File: config.mk
export PLATFORM = sky130hd
export DESIGN_NAME = multihat_grng_mc_flat
export DESIGN_NICKNAME = d
export VERILOG_FILES = /design/src/rtl/multihat_pkg.sv /design/src/rtl/multihat_grng_mc_if.sv /design/src/rtl/multihat_xorshift64.sv /design/src/rtl/multihat_grng_mc.sv /design/src/flat_wrapper.sv
export SDC_FILE = /design/constraint.sdc
export NUM_CORES = 2
export LEC_CHECK = 0
export CAP_MARGIN = 15
export CELL_PAD_IN_SITES_DETAIL_PLACEMENT = 0
export CELL_PAD_IN_SITES_GLOBAL_PLACEMENT = 1
export CORE_ASPECT_RATIO = 0.5
export CORE_MARGIN = 4
export CORE_UTILIZATION = 51
export CTS_BUF_LIST = sky130_fd_sc_hd__clkbuf_8
export DETAILED_ROUTE_END_ITERATION = 7
export DONT_BUFFER_PORTS = 1
export HOLD_SLACK_MARGIN = 0.08
export PLACE_DENSITY_LB_ADDON = 0.2
export SYNTH_ARGS = -nofsm -noshare
export SYNTH_HDL_FRONTEND = slang
export SYNTH_SLANG_ARGS = --single-unit
File: constraint.sdc
create_clock -name ap_clk -period 5.9 [get_ports ap_clk]
set_input_delay 1.18 -clock ap_clk [delete_from_list [all_inputs] [get_ports ap_clk]]
set_output_delay 1.18 -clock ap_clk [all_outputs]
set_load 0.05 [all_outputs]
File: src/rtl/multihat_pkg.sv
// Shared types and helpers for the multi-channel multihat Gaussian generator.
// Holds the FSM state enum, seeding constants and the hat-sum sampler.
package multihat_pkg;

    typedef enum logic [2:0] {
        IDLE,
        SEED,
        WARM,
        RUN,
        DRAIN,
        DONE
    } state_t;

    localparam logic [63:0] GOLDEN     = 64'h9E3779B97F4A7C15;
    localparam logic [63:0] SUBST_SEED = 64'h0123456789ABCDEF;

    // Centred Irwin-Hall sum, left-aligned in 19 bits so that the
    // caller's OUT_W MSBs are always bits [18 -: OUT_W].
    function automatic logic [18:0] sum_hats(input logic [63:0] x,
                                             input int hats);
        logic [18:0] sum;
        logic [18:0] c;
        int          sw;
        sum = '0;
        for (int k = 0; k < 4; k++) begin
            if (k < hats) begin
                sum = sum + 19'(x[16*k +: 16]);
            end
        end
        c  = sum - (19'(hats) << 15);
        sw = (hats > 2) ? 19 : ((hats > 1) ? 18 : 17);
        return c << (19 - sw);
    endfunction

endpackage

File: src/rtl/multihat_grng_mc_if.sv
// Control and sample-stream bundle of the multihat generator.
// master drives requests and out_ready, slave returns status and samples.
interface multihat_grng_mc_if #(
    parameter int NUM_CH = 4,
    parameter int OUT_W  = 16
);
    logic                    ap_start;
    logic                    ap_stop;
    logic [15:0]             burst_len;
    logic [63:0]             seed_V;
    logic                    out_ready;
    logic                    ap_idle;
    logic                    ap_ready;
    logic                    ap_done;
    logic [NUM_CH*OUT_W-1:0] out_V;
    logic                    out_V_ap_vld;

    modport master (
        output ap_start, ap_stop, burst_len, seed_V, out_ready,
        input  ap_idle, ap_ready, ap_done, out_V, out_V_ap_vld
    );

    modport slave (
        input  ap_start, ap_stop, burst_len, seed_V, out_ready,
        output ap_idle, ap_ready, ap_done, out_V, out_V_ap_vld
    );
endinterface

File: src/rtl/multihat_xorshift64.sv
// One xorshift64 uniform generator with synchronous load and step.
// Load wins over step; the state holds when neither is asserted.
module multihat_xorshift64 (
    input  logic        ap_clk,
    input  logic        ap_rst_n,
    input  logic        load,
    input  logic [63:0] seed,
    input  logic        step,
    output logic [63:0] state
);
    logic [63:0] state_q;
    logic [63:0] a;
    logic [63:0] b;
    logic [63:0] state_d;

    assign a       = state_q ^ (state_q << 13);
    assign b       = a ^ (a >> 7);
    assign state_d = b ^ (b << 17);
    assign state   = state_q;

    // Generator register: reseed, advance, or hold.
    always_ff @(posedge ap_clk or negedge ap_rst_n) begin
        if (!ap_rst_n) begin
            state_q <= '0;
        end else if (load) begin
            state_q <= seed;
        end else if (step) begin
            state_q <= state_d;
        end
    end
endmodule

File: src/rtl/multihat_grng_mc.sv
// NUM_CH parallel approximate-Gaussian generators with burst/continuous
// run control, early stop, output backpressure and warm-up discard.
module multihat_grng_mc
    import multihat_pkg::*;
#(
    parameter int NUM_CH = 4,
    parameter int OUT_W  = 16,
    parameter int HATS   = 4,
    parameter int WARMUP = 8
) (
    input  logic ap_clk,
    input  logic ap_rst_n,
    multihat_grng_mc_if.slave bus
);
    state_t                  state_q;
    logic [63:0]             seed_q;
    logic [15:0]             burst_q;
    logic [15:0]             cnt_q;
    logic [15:0]             warm_q;
    logic [NUM_CH*OUT_W-1:0] out_q;
    logic                    vld_q;
    logic                    ready_q;
    logic                    done_q;
    logic [NUM_CH*OUT_W-1:0] samp;
    logic [63:0]             st [NUM_CH];
    logic                    load;
    logic                    step;
    logic                    launch;

    // A stop request in RUN suppresses that cycle's launch.
    assign launch = (state_q == RUN) && !bus.ap_stop &&
                    (!vld_q || bus.out_ready);
    assign load   = (state_q == SEED);
    assign step   = (state_q == WARM) || launch;

    for (genvar g = 0; g < NUM_CH; g++) begin : g_ch
        localparam logic [63:0] SALT = GOLDEN * 64'(g);
        logic [63:0] s_raw;
        logic [63:0] s_ch;
        logic [18:0] c;

        assign s_raw = seed_q ^ SALT;
        assign s_ch  = (s_raw == '0) ? SUBST_SEED : s_raw;
        assign c     = sum_hats(st[g], HATS);
        assign samp[g*OUT_W +: OUT_W] = c[18 -: OUT_W];

        multihat_xorshift64 u_xs (
            .ap_clk   (ap_clk),
            .ap_rst_n (ap_rst_n),
            .load     (load),
            .seed     (s_ch),
            .step     (step),
            .state    (st[g])
        );
    end

    // Run-control FSM with registered handshake and sample outputs.
    always_ff @(posedge ap_clk or negedge ap_rst_n) begin
        if (!ap_rst_n) begin
            state_q <= IDLE;
            seed_q  <= '0;
            burst_q <= '0;
            cnt_q   <= '0;
            warm_q  <= '0;
            out_q   <= '0;
            vld_q   <= 1'b0;
            ready_q <= 1'b0;
            done_q  <= 1'b0;
        end else begin
            ready_q <= 1'b0;
            done_q  <= 1'b0;
            unique case (state_q)
                IDLE: begin
                    if (bus.ap_start) begin
                        seed_q  <= bus.seed_V;
                        burst_q <= bus.burst_len;
                        cnt_q   <= '0;
                        ready_q <= 1'b1;
                        state_q <= SEED;
                    end
                end
                SEED: begin
                    warm_q  <= '0;
                    state_q <= WARM;
                end
                WARM: begin
                    warm_q <= warm_q + 16'd1;
                    if (warm_q == 16'(WARMUP - 1)) begin
                        state_q <= RUN;
                    end
                end
                RUN: begin
                    if (bus.ap_stop) begin
                        if (vld_q && bus.out_ready) begin
                            vld_q <= 1'b0;
                        end
                        state_q <= DRAIN;
                    end else if (launch) begin
                        out_q <= samp;
                        vld_q <= 1'b1;
                        if (cnt_q != 16'hFFFF) begin
                            cnt_q <= cnt_q + 16'd1;
                        end
                        if (burst_q != '0 &&
                            cnt_q + 16'd1 == burst_q) begin
                            state_q <= DRAIN;
                        end
                    end
                end
                DRAIN: begin
                    if (!vld_q || bus.out_ready) begin
                        vld_q   <= 1'b0;
                        done_q  <= 1'b1;
                        state_q <= DONE;
                    end
                end
                DONE: begin
                    state_q <= IDLE;
                end
                default: begin
                    state_q <= IDLE;
                end
            endcase
        end
    end

    assign bus.ap_idle      = (state_q == IDLE);
    assign bus.ap_ready     = ready_q;
    assign bus.ap_done      = done_q;
    assign bus.out_V        = out_q;
    assign bus.out_V_ap_vld = vld_q;
endmodule
File: src/flat_wrapper.sv
// flat-port wrapper written by rule: the top's interface ports become plain ports
module multihat_grng_mc_flat import multihat_pkg::*;
#(
    parameter int NUM_CH = 4,
    parameter int OUT_W  = 16,
    parameter int HATS   = 4,
    parameter int WARMUP = 8
)
  (ap_clk, ap_rst_n, bus_ap_start, bus_ap_stop, bus_burst_len, bus_seed_V, bus_out_ready, bus_ap_idle, bus_ap_ready, bus_ap_done, bus_out_V, bus_out_V_ap_vld);
  multihat_grng_mc_if #(.NUM_CH(NUM_CH), .OUT_W(OUT_W)) bus_i ();
  input  logic ap_clk;
  input  logic ap_rst_n;
  input wire logic [$bits(bus_i.ap_start)-1:0] bus_ap_start;
  input wire logic [$bits(bus_i.ap_stop)-1:0] bus_ap_stop;
  input wire logic [$bits(bus_i.burst_len)-1:0] bus_burst_len;
  input wire logic [$bits(bus_i.seed_V)-1:0] bus_seed_V;
  input wire logic [$bits(bus_i.out_ready)-1:0] bus_out_ready;
  output wire logic [$bits(bus_i.ap_idle)-1:0] bus_ap_idle;
  output wire logic [$bits(bus_i.ap_ready)-1:0] bus_ap_ready;
  output wire logic [$bits(bus_i.ap_done)-1:0] bus_ap_done;
  output wire logic [$bits(bus_i.out_V)-1:0] bus_out_V;
  output wire logic [$bits(bus_i.out_V_ap_vld)-1:0] bus_out_V_ap_vld;
  assign bus_i.ap_start = bus_ap_start;
  assign bus_i.ap_stop = bus_ap_stop;
  assign bus_i.burst_len = bus_burst_len;
  assign bus_i.seed_V = bus_seed_V;
  assign bus_i.out_ready = bus_out_ready;
  assign bus_ap_idle = bus_i.ap_idle;
  assign bus_ap_ready = bus_i.ap_ready;
  assign bus_ap_done = bus_i.ap_done;
  assign bus_out_V = bus_i.out_V;
  assign bus_out_V_ap_vld = bus_i.out_V_ap_vld;
  multihat_grng_mc #(.NUM_CH(NUM_CH), .OUT_W(OUT_W), .HATS(HATS), .WARMUP(WARMUP)) u_core (.ap_clk(ap_clk), .ap_rst_n(ap_rst_n), .bus(bus_i));
endmodule
After elaboration in Yosys (flattened, before gate mapping)
Cells that the tools add are included.

Reduce and logical (&&, ||, !) cells: 23. Equal/unequal tests: 16. Mux-type cells: 34. Bitwise logic cells: 16. Add/sub/neg operators: 18.

Operator list (count): $mux 64 (12); $xor 64x64->64 (8); $logic_not 64->1 (4); $xor 64x57->64 (4); $add 19x16->19 (8); $sub 19x18->19 const B (4); $add 16x16->17 (4); $mux 16 (4); $pmux 16 s2 (2); $not 40->40 (1); $not 38->38 (1); $not 37->37 (1); $add 16x1->16 const B (2); $mux 3 (6); $eq 16x16->1 (1); $eq 16x3->1 const B (1); $ne 16x16->1 const B (1); $reduce_bool 16->1 (1); $pmux 3 s5 (1); $reduce_and 5->1 (2); $mux 1 (8); $ne 2x2->1 const B (4); $reduce_bool 2->1 (4); $eq 3x2->1 const B (2); 14 further kinds (21).

Word-level logic and storage cells: 120. Output and inout bits: 68. Register bits: 438. Input port bits: 85.

Longest topological paths before layout
Depth after elaboration: 7. Depth in mapped cells: 21. Gate-level depth less buffers: 21.

Cells and area by module
Synthesis repeated with hierarchy kept, for this count alone.

Cells, all modules: 3669. Area, all modules: 35670.5 um^2.

Modules (own cells, without submodules): multihat_xorshift64 (seq. area each 1601.5 um^2, times used 4, area each 5154.9 um^2, cells an instance 474); multihat_grng_mc (seq. area each 4554.4 um^2, times used 1, area each 15050.7 um^2, cells an instance 1773).

Worst setup path before layout
No wires, ideal clock.

Kind: flip-flop to flip-flop. Start point: register u_core.g_ch[0].u_xs.state_q[17]. End point: register u_core.out_q[14] (netlist: u_core.bus.out_V[14]). Stages on the path, launching flop included: 17. Clock period less this slack: 4.286 ns. Path slack: 1.614 ns. Buffers on the path: 0. Library setup time: 0.067 ns. Arrival: 4.220 ns. Data required time: 5.833 ns. Path through: dfrtp_1 -> ha_1 -> a21o_1 -> a21oi_1 -> o21ai_0 -> a2111oi_0 -> nor3_1 -> a41oi_1 -> nand2_1 -> fa_1 -> inv_1 -> ha_1 -> a2111oi_0 -> a21bo_2 -> a311oi_1 -> or4_1 -> nand2_1.

Word-level cells in the longest chain between the ends: 4.

RTL lines: start: declaration (RTL line multihat_xorshift64.sv:11) `logic [63:0] state_q;`; start signal: assignment (RTL line multihat_xorshift64.sv:28) `state_q <= state_d;`; $add 16x16->17 (RTL line multihat_pkg.sv:27) `sum = sum + 19'(x[16*k +: 16]);`; $add 19x16->19 (2 in series) (RTL line multihat_pkg.sv:27); $sub 19x18->19 (RTL line multihat_pkg.sv:30) `c = sum - (19'(hats) << 15);`; end signal: assignment (RTL line multihat_grng_mc.sv:99) `out_q <= samp;`; end: declaration (RTL line multihat_grng_mc.sv:20) `logic [NUM_CH*OUT_W-1:0] out_q;`.

No other way between the ends. A chain may end at the register's enable or synchronous reset.

Final worst setup path
Start point: register u_core.g_ch[0].u_xs.state_q[1]. End point: register u_core.out_q[14] (netlist: u_core.bus.out_V[14]).

The elaborated chain is that of the path after synthesis.

==> key figures <==
GRT
  – Vias in the first global route: 26098
  – Antenna violations before repair: 8
  – Gr usage total: 0.348
  – First-pass GRT wire length: 173000 um
  – Largest net degree at the start of global routing: 439
  – GR Overflow Total: 0

Setup path
  – Crit path arrival time: 5.66 ns
  – CP required: 6.53 ns
  – CP max stage cell: a2111oi_0
  – Startpoint types: flop
  – Critical path class: flop to flop
  – FF-to-FF setup slack: 0.87 ns
  – Slowest Stage Delay on Critical Path: 0.69 ns
  – Crit path cell chain: ha_1, a21o_1, a21oi_1, o21ai_0, a2111oi_0, nor3_1, a41oi_1, nand2_1, fa_1, inv_1, ha_1, a2111oi_0, a21bo_2, a311oi_1, or4_1, nand2_1
  – CP max FO: 5
  – Critical Path Sink Type: flop

Drt
  – Vias after detailed routing: 27811
  – Routed WL: between 100000 and 150000 um
  – Drt first pass iters: 6
  – Post-DRT Antenna Nets: 0
  – Iter 0 DRT Violations: 3562
  – # DRC: 0
  – Vias/cell: 6.04
  – Drt wl/cell: 25.6 um

Clocking
  – Root Buffer: clkbuf_8
  – CTS resizes: 0
  – Hold_buf cts: 0
  – Clk sinks: 438
  – CTS tree: done
  – H-tree Lvls: 3
  – CTS max path bufs: 3
  – Clock Pin Slew Worst Setup and Hold Paths: 0.06 ns
  – Cts bufs inserted: 72
  – Clk_lat worst skew: 0.71 ns
  – Setup Buffers After CTS: 0

Synth
  – Async SR Flop Fraction: 1.00
  – Syn nets: 4066
  – Post-synth EDFFs: 0
  – #FFs+latches synth: between 400 and 500
  – Average cell area after synthesis: 8.50 um2
  – Post-synthesis sequential area ratio: 0.340
  – Instance count of the mapped netlist: 3787
  – Top FF cell, synth: dfrtp_1
  – Synth Cell Area: 32200 um2
  – Yosys warnings: 0
  – Distinct cells, synth: 75

Run
  – Max_cap viols: 0

Finish
  – Share of cells above drive strength 1: 0.0491
  – Nets@finish: 3990
  – Layout area overhead: 7.29%
  – # fillers: 5812

Floorplan
  – Core Region: 61800 um2
  – IO Count: about 150
  – Initial core utilization: 0.521
  – Number of placement rows: between 60 and 70
  – Die width: roughly 360 um
  – Die Area: between 60000 and 70000 um2
  – Die height: 186 um

Timing
  – Final worst path period share: 0.852
  – Max Freq: between 150 and 200 MHz
  – Slew margin rel.: 0.0476
  – Setup TNS: 0 ns
  – Final Hold Fails: 0
  – Actual slew at the worst max-slew pin: 1.42 ns
  – Fin crit period: 5.03 ns
  – RSZ-0062 raised after global routing: false
  – Slew Viols, Final: 0
  – Final setup skew: 0.0319 ns
  – # setup viols final: 0

Hold path
  – Hold/Removal Path Class: input port to asynchronous set/reset pin

Placed design
  – IO buf count: 0
  – Detailed placement HPWL: 86900 um
  – GP Congestion: 1.01

Run status
  – Status: completed
[metrics by stage]
stage	cell area [um2]	setup slack (ns)	hold WS (ns)	std cells	utilization
floorplan	32200	1.61	0.451	3787	-
global placement	32900	1.11	0.482	4461	0.532
detailed placement	32900	1.04	0.492	4462	0.533
CTS	34500	0.945	0.134	4594	0.558
global route	34500	0.560	0.157	4595	0.558
finish	34500	0.871	0.190	4602	0.559
[state kept, by name (all words and copies together) (netlist names)]
register / cells
u_core.g_ch.u_xs.state: 256
u_core.bus.out_V: 64
u_core.g_ch.s_raw: 64
u_core.burst_q: 16
u_core.cnt_q: 16
u_core.warm_q: 16
u_core.state_q: 3
u_core.bus.ap_done: 1
u_core.bus.ap_ready: 1
u_core.bus.out_V_ap_vld: 1
[final cells by class]
| cell class | count | area, um2 | area share |
|---|---|---|---|
| Antenna cell | 8 | 20.0 | 0.000580 |
| Inverter | 265 | 995 | 0.0288 |
| Clock buffer | 96 | 1320 | 0.0383 |
| Sequential cell | 438 | 11000 | 0.317 |
| Clock inverter | 36 | 275 | 0.00797 |
| Multi-Input combinational cell | 2897 | 19600 | 0.567 |
| Timing Repair Buffer | 37 | 344 | 0.00996 |
| Tap cell | 825 | 1030 | 0.0299 |
[layer usage]
layer / vias to the layer above / wire [um] / global-route usage
met5: - / 67 / 0
met4: 4 / 2920 / 0.0919
met3: 197 / 16000 / 0.138
met2: 1453 / 45100 / 0.467
met1: 13541 / 53800 / 0.514
li1: 12616 / - / -
[placed cells by master (no fill, tap or decap), drive strengths merged, types with 48 or more instances in the layout]
cell,Yosys,layout
nand2,570,570
xnor2,532,532
dfrtp,438,438
o21ai,331,331
inv,265,289
nor2,241,241
xor2,227,227
a21oi,195,195
ha,130,130
clkbuf,177,96
fa,64,64
o22ai,50,50
nand3,48,48
a31oi,48,48
[kinds of logic (layout without fill, tap and decap cells)]
logic type      after synthesis  count (layout)  share of synthesized area
fa+ha+maj                   194             194                     0.0903
buf+inv                     452             434                     0.0529
compound gates              869             869                      0.164
xor+xnor                    760             760                      0.207
other cells                   0               8                          0
simple gates               1071            1071                      0.144
flops                       438             438                      0.340
mux                           3               3                   0.000972
[cell usage after synthesis, types with 8 or more instances]
cell type / count / area (um2)
a2111oi_0: 8 / 70.1
a21o_1: 24 / 180
a21oi_1: 194 / 971
a31oi_1: 48 / 300
a32oi_1: 12 / 105
and3_1: 17 / 106
clkbuf_1: 177 / 664
dfrtp_1: 438 / 11000
fa_1: 64 / 1280
ha_1: 130 / 1630
inv_1: 264 / 991
nand2_1: 570 / 2140
nand2b_1: 37 / 231
nand3_1: 48 / 240
nand4_1: 23 / 144
nor2_1: 241 / 905
nor2b_1: 18 / 113
nor3_1: 39 / 195
nor4_1: 22 / 138
o211ai_1: 24 / 180
o21a_1: 8 / 60.1
o21ai_0: 331 / 1660
o221ai_1: 29 / 254
o22a_1: 17 / 149
o22ai_1: 50 / 313
o311ai_0: 11 / 96.3
o31ai_1: 42 / 315
or3_1: 12 / 75.1
or4_1: 10 / 75.1
xnor2_1: 532 / 4660
xor2_1: 227 / 1990
[final timing paths]
check	startpoint	end	depth (start not counted)
worst min-delay path	ap_rst_n	u_core.burst_q[6]$_DFFE_PN0P_	0
worst max register to register	u_core.g_ch[0].u_xs.state[1]$_DFFE_PN0P_	u_core.bus.out_V[14]$_DFFE_PN0P_	16
worst max-delay path	u_core.g_ch[0].u_xs.state[1]$_DFFE_PN0P_	u_core.bus.out_V[14]$_DFFE_PN0P_	16
min in group ap_clk	u_core.warm_q[15]$_DFFE_PN0P_	u_core.warm_q[15]$_DFFE_PN0P_	1
max in group asynchronous	ap_rst_n	u_core.g_ch[0].u_xs.state[49]$_DFFE_PN0P_	0
worst min register to register	u_core.warm_q[15]$_DFFE_PN0P_	u_core.warm_q[15]$_DFFE_PN0P_	1
[worst max-delay path, delay by kind of cell (launching register included)]
family / cells / cell delay [ns]
buffers and inverters: 1 / 0.05
AO/OA/AOI/OAI: 8 / 2.59
flip-flops: 1 / 0.45
AND/OR/NAND/NOR: 4 / 0.87
adder cells (fa/ha/maj): 3 / 0.99
Power is left out: the tool's default activity adds up to more than one toggle a clock period on the data nets, which glitch-free logic cannot reach.
